===== src/rtl/arm_pipe_pkg.sv =====
// Shared pipeline definitions used by the ID-stage hazard logic.
// A scoreboard entry mirrors the ID/EX register fields that matter for hazards.
package arm_pipe_pkg;

    localparam int REG_IDX_W = 4;

    typedef struct packed {
        logic                 wb;
        logic                 mem_r;
        logic [REG_IDX_W-1:0] dest;
    } sb_entry_t;

    localparam sb_entry_t SB_BUBBLE = '0;

endpackage


===== src/rtl/hazard_match.sv =====
// Compares one in-flight scoreboard entry against the decoding instruction's sources.
// load_use additionally qualifies the match with the entry being a load.
module hazard_match
    import arm_pipe_pkg::*;
(
    input  sb_entry_t            entry,
    input  logic [REG_IDX_W-1:0] src1,
    input  logic [REG_IDX_W-1:0] src2,
    input  logic                 use_src1,
    input  logic                 two_src,
    output logic                 match,
    output logic                 load_use
);

    always_comb begin
        match    = entry.wb && ((use_src1 && (src1 == entry.dest)) ||
                                (two_src  && (src2 == entry.dest)));
        load_use = match && entry.mem_r;
    end

endmodule


===== src/rtl/id_hazard_ctrl.sv =====
// ID-stage hazard controller: shadow scoreboard of EXE/MEM(/WB), stall and flush generation,
// and a saturating count of frozen cycles.
module id_hazard_ctrl
    import arm_pipe_pkg::*;
#(
    parameter int FWD_EN = 1,
    parameter int DEPTH  = 2,
    parameter int CNT_W  = 16
) (
    input  logic                 clk,
    input  logic                 reset,
    input  logic                 id_valid,
    input  logic [REG_IDX_W-1:0] id_src1,
    input  logic [REG_IDX_W-1:0] id_src2,
    input  logic                 id_use_src1,
    input  logic                 id_two_src,
    input  logic                 id_wb_en,
    input  logic                 id_mem_r_en,
    input  logic [REG_IDX_W-1:0] id_dest,
    input  logic                 exe_b_taken,
    output logic                 freeze_if,
    output logic                 id_flush,
    output logic                 if_flush,
    output logic [CNT_W-1:0]     stall_cycles
);

    localparam logic [DEPTH-1:0] EXE_SLOT = DEPTH'(1);

    sb_entry_t        slot      [DEPTH];
    sb_entry_t        slot_next [DEPTH];
    logic [DEPTH-1:0] raw_match;
    logic [DEPTH-1:0] load_match;
    logic             hazard;
    logic             issue;

    for (genvar k = 0; k < DEPTH; k++) begin : g_slot
        if (k == 0) begin : g_exe
            // A bubble here is exactly what the flushed ID/EX register will hold.
            assign slot_next[k] = issue ? '{wb: id_wb_en, mem_r: id_mem_r_en, dest: id_dest}
                                        : SB_BUBBLE;
        end else begin : g_shift
            assign slot_next[k] = slot[k-1];
        end

        hazard_match u_match (
            .entry    (slot[k]),
            .src1     (id_src1),
            .src2     (id_src2),
            .use_src1 (id_use_src1),
            .two_src  (id_two_src),
            .match    (raw_match[k]),
            .load_use (load_match[k])
        );
    end

    // With forwarding only a load sitting in EXE cannot be bypassed in time.
    assign hazard = id_valid && ((FWD_EN != 0) ? |(load_match & EXE_SLOT) : |raw_match);

    always_comb begin
        freeze_if = 1'b0;
        id_flush  = 1'b0;
        if_flush  = 1'b0;
        if (!reset) begin
            if (exe_b_taken) begin
                id_flush = 1'b1;
                if_flush = 1'b1;
            end else begin
                freeze_if = hazard;
                id_flush  = hazard;
            end
        end
    end

    assign issue = id_valid && !id_flush;

    always_ff @(posedge clk or posedge reset) begin
        if (reset) begin
            slot <= '{default: SB_BUBBLE};
        end else begin
            slot <= slot_next;
        end
    end

    always_ff @(posedge clk or posedge reset) begin
        if (reset) begin
            stall_cycles <= '0;
        end else if (freeze_if && (stall_cycles != '1)) begin
            stall_cycles <= stall_cycles + CNT_W'(1);
        end
    end

endmodule


===== config.mk =====
export PLATFORM = sky130hd
export DESIGN_NAME = id_hazard_ctrl
export DESIGN_NICKNAME = d
export VERILOG_FILES = /design/src/rtl/arm_pipe_pkg.sv /design/src/rtl/hazard_match.sv /design/src/rtl/id_hazard_ctrl.sv
export SDC_FILE = /design/constraint.sdc
export NUM_CORES = 1
export LEC_CHECK = 0
export BUFFER_PORTS_ARGS = -buffer_cell sky130_fd_sc_hd__buf_2
export CORE_MARGIN = 2
export CORE_UTILIZATION = 46
export CTS_BUF_LIST = sky130_fd_sc_hd__clkbuf_16
export DETAILED_ROUTE_END_ITERATION = 16
export HOLD_SLACK_MARGIN = 0.08
export PLACE_DENSITY = 0.76
export RECOVER_POWER = 50
export SLEW_MARGIN = 20
export SYNTH_ARGS = -nofsm -noshare
export SYNTH_HDL_FRONTEND = slang
export SYNTH_SLANG_ARGS = --single-unit

===== constraint.sdc =====
create_clock -name clk -period 2.4 [get_ports clk]
set_input_delay 0 -clock clk [delete_from_list [all_inputs] [get_ports clk]]
set_output_delay 0 -clock clk [all_outputs]
set_load 0.01 [all_outputs]

==> flow_summary_export.csv <==
group,metric,value,unit
floorplanning,floorplan.initialDensity,0.477,
finish,nets,180,
power,power.share.switching,0.200,
power,clock_power_share,0.432,
floorplanning,rows,18,
synthesis,yosysUniqueCellTypes,27,
power,pwr_density_cell,508,nW/µm²
placed_design,gp_congestion,0.761,
power,power_frac_seq,0.477,
sta,timing.final.crit_share,0.875,
synthesis,synth.most_common_cell,"sky130_fd_sc_hd__dfrtp_1",
setup_path,worst-path-max-fanout,12,
detailed_routing,dr.first_iter.drc_count,13,
sta,hold_viol_final,0,
synthesis,synth-seq-area-share,0.470,
detailed_routing,via_count,989,
synthesis,synth_area_leader_cell,"sky130_fd_sc_hd__dfrtp_1",
cts,clock_latency,0.25,ns
worst_hold_path,min-delay-path-class,"input pin to primary output",
synthesis,yosys_warn_count,0,
cts,tritoncts.num_buffers,3,
sta,setup_repair_after_global_routing_missed_its_margin,"no",
sta,worst_setup_slack_after_layout,0.301,ns
sta,fmax,476,MHz
setup_path,timing.critical_path.slowest_stage_cell,"sky130_fd_sc_hd__nor2_2",
finish,n_antenna_cell,0,
grt,track_usage,0.197,
cts,postCtsSetupRepairBufs,0,
sta,timing_max_transition_violations_final,0,
synthesis,synth_async_sr_flop_share,1.00,
power,comb_power_share,0.091,
setup_path,crit_path_end_kind,"register",
floorplanning,die_h,54.5,µm
synthesis,syn-instance-count,105,
cts,cts_root_buffer,"sky130_fd_sc_hd__clkbuf_16",
detailed_routing,drc_errors,0,
grt,globalRouteMet3Util,0.0246,
grt,global_route.usage.met1,0.207,
floorplanning,core_region_area,2450,µm²
power,vdd_drop_max,0.454,mV
synthesis,synth-seq-cells,22,
sta,fin_worst_hold_slack,0.369,ns
floorplanning,top_level_ports,39,
detailed_routing,wire_length_after_detailed_routing,2620,µm
cts,cts_tree,"built",
synthesis,dominantRegCellSynth,"sky130_fd_sc_hd__dfrtp_1",
synthesis,netlist_top_cells_area,"sky130_fd_sc_hd__dfrtp_1, sky130_fd_sc_hd__xor2_1, sky130_fd_sc_hd__xnor2_1",
power,leakage,0.770,nW
power,power.total,0.799,mW
sta,worst_clock_skew,0.00249,ns
finish,stdcell_count,188,
synthesis,ys_top_cells_by_count,"sky130_fd_sc_hd__dfrtp_1, sky130_fd_sc_hd__xor2_1, sky130_fd_sc_hd__xnor2_1, sky130_fd_sc_hd__and3_1, sky130_fd_sc_hd__nand3_1",
cts,numClockSinks,22,
sta,max-slew-margin-rel,0.451,
sta,fin_tns_setup,0,ns
floorplanning,total_die_area,2970,µm²
synthesis,synth_nets,126,
grt,met2_usage,0.390,
placed_design,total_instance_count_after_detailed_placement,171,
detailed_routing,viasPerCell,5.26,
setup_path,crit_type,"register to register",
setup_path,critPathRequiredTime,2.54,ns
power,power.net_switching,0.160,mW
run_status,run_status,"finished clean",
placed_design,port-buffer-count,38,
cts,clk_pin_slew_worst_paths,0.06,ns
synthesis,synthesis.area_per_instance,11.2,µm²
setup_path,critical_path.cell_chain,"ha_1 -> and3_1 -> nand4_1 -> nor2_2 -> nor2_1 -> mux2_2",
setup_path,crit_arrival,2.24,ns
setup_path,crit_path_largest_cell_delay,0.55,ns
sta,final_period_minus_worst_setup_slack,2.10,ns
sta,tightestPinTransition,0.822,ns
sta,setup_viol,0,
grt,first_global_vias,991,
finish,area_growth,34.2,%
cts,maximum_clock_insertion_buffer_count,2,
grt,grt-ovfl-total,0,
setup_path,critical_path.startpoint_type,"register",
placed_design,detailedPlace.worstSlack,0.0447,ns
synthesis,synth_enable_flop_cells,0,
detailed_routing,drt_pass1_iterations,4,
grt,grt_first_pass_wirelength,4060,µm
synthesis,syn-cell-area,1170,µm²
grt,grt_start_max_net_pins,23,
finish,post_route_cells_drive_above_1_share,0.203,
placed_design,hpwlAfterDp,1840,µm
grt,most_heavily_used_metal_layer_in_global_routing,"met2",
synthesis,synth_top_cell_area_share,0.470,
detailed_routing,mean_routed_wirelength_per_cell,13.9,µm
power,internal_power,0.639,mW
floorplanning,overall_die_width,54.5,µm
detailed_routing,ant_nets,0,
cts,cts.htree.levels,1,
job,maxCapViolations,0,
grt,antenna_violations_before_repair,0,
==> state kept, by name (all words and copies together) (netlist names) <==
register	count
slot	6
stall_cycles	16
==> timing repair <==
action	in CTS	in global routing
hold endpoints to repair	28	0
hold buffers	13	0
gates resized for setup	0	1
setup endpoints to repair	0	10
==> placed cells by master (no fill, tap or decap), drive strengths merged, types with 5 or more instances in the layout <==
cell / Yosys / routed
dfrtp: 22 / 22
clkbuf: 0 / 21
buf: 2 / 20
dlygate4sd3: 0 / 13
xor2: 12 / 12
xnor2: 9 / 9
and3: 8 / 8
nand3: 8 / 8
nand2: 7 / 7
nor3: 5 / 5
==> logic make-up after synthesis <==
logic type | count (synthesis) | synth area share
adder cells (fa/ha/maj) | 1 | 0.0107
flip-flops | 22 | 0.470
XOR/XNOR | 21 | 0.157
AND/OR/NAND/NOR | 49 | 0.282
buffers and inverters | 6 | 0.0267
multiplexers | 3 | 0.0288
AO/OA/AOI/OAI | 3 | 0.0246
==> routing by layer <==
layer / vias up / wire (µm)
met4: 0 / 35
met3: 5 / 121
met1: 473 / 1080
met5: - / 0
li1: 481 / -
met2: 30 / 1390
==> metrics by stage <==
step	utilization	cell area (µm²)
floorplan	-	1170
global placement	0.563	1380
detailed placement	0.563	1380
CTS	0.648	1590
global route	0.640	1570
finish	0.640	1570
==> final cells by class <==
cell class              count  area (µm²)
repair buffers             51         298
multi-input cells          77         592
clock inverters             1        3.75
well taps                  30        37.5
inverters                   4        15.0
fillers                   211         883
flip-flops and latches     22         551
clock buffers               3        75.1
==> worst paths after layout <==
| check | startpoint | to | slack, ns | cells after the start |
|---|---|---|---|---|
| max reg2reg | stall_cycles[0]$_DFFE_PP0P_ | stall_cycles[1]$_DFFE_PP0P_ | 0.30 | 6 |
| max in group asynchronous | reset | stall_cycles[9]$_DFFE_PP0P_ | 1.41 | 3 |
| min reg2reg | stall_cycles[10]$_DFFE_PP0P_ | stall_cycles[10]$_DFFE_PP0P_ | 0.50 | 1 |
| min in group asynchronous | reset | slot[8]$_DFF_PP0_ | 0.49 | 3 |
| min | exe_b_taken | if_flush | 0.37 | 3 |
| max | stall_cycles[0]$_DFFE_PP0P_ | stall_cycles[1]$_DFFE_PP0P_ | 0.30 | 6 |
==> power groups by stage <==
stage / combinational (mW) / clock (mW) / sequential (mW)
2_1_floorplan: 0.0298 / 0 / 0.387
3_3_place_gp: 0.0532 / 0 / 0.387
3_5_place_dp: 0.0564 / 0 / 0.388
4_1_cts: 0.0728 / 0.350 / 0.381
5_1_grt: 0.0801 / 0.373 / 0.381
6_report: 0.0725 / 0.345 / 0.381
==> worst max-delay path: cells and delay by family, from the launching register on <==
family	cells	cell delay, ns
adders and majority gates	1	0.19
muxes	1	0.30
DFF	1	0.42
and+or+nand+nor	4	1.09
Note: power is estimated with default switching activity, not from simulation.
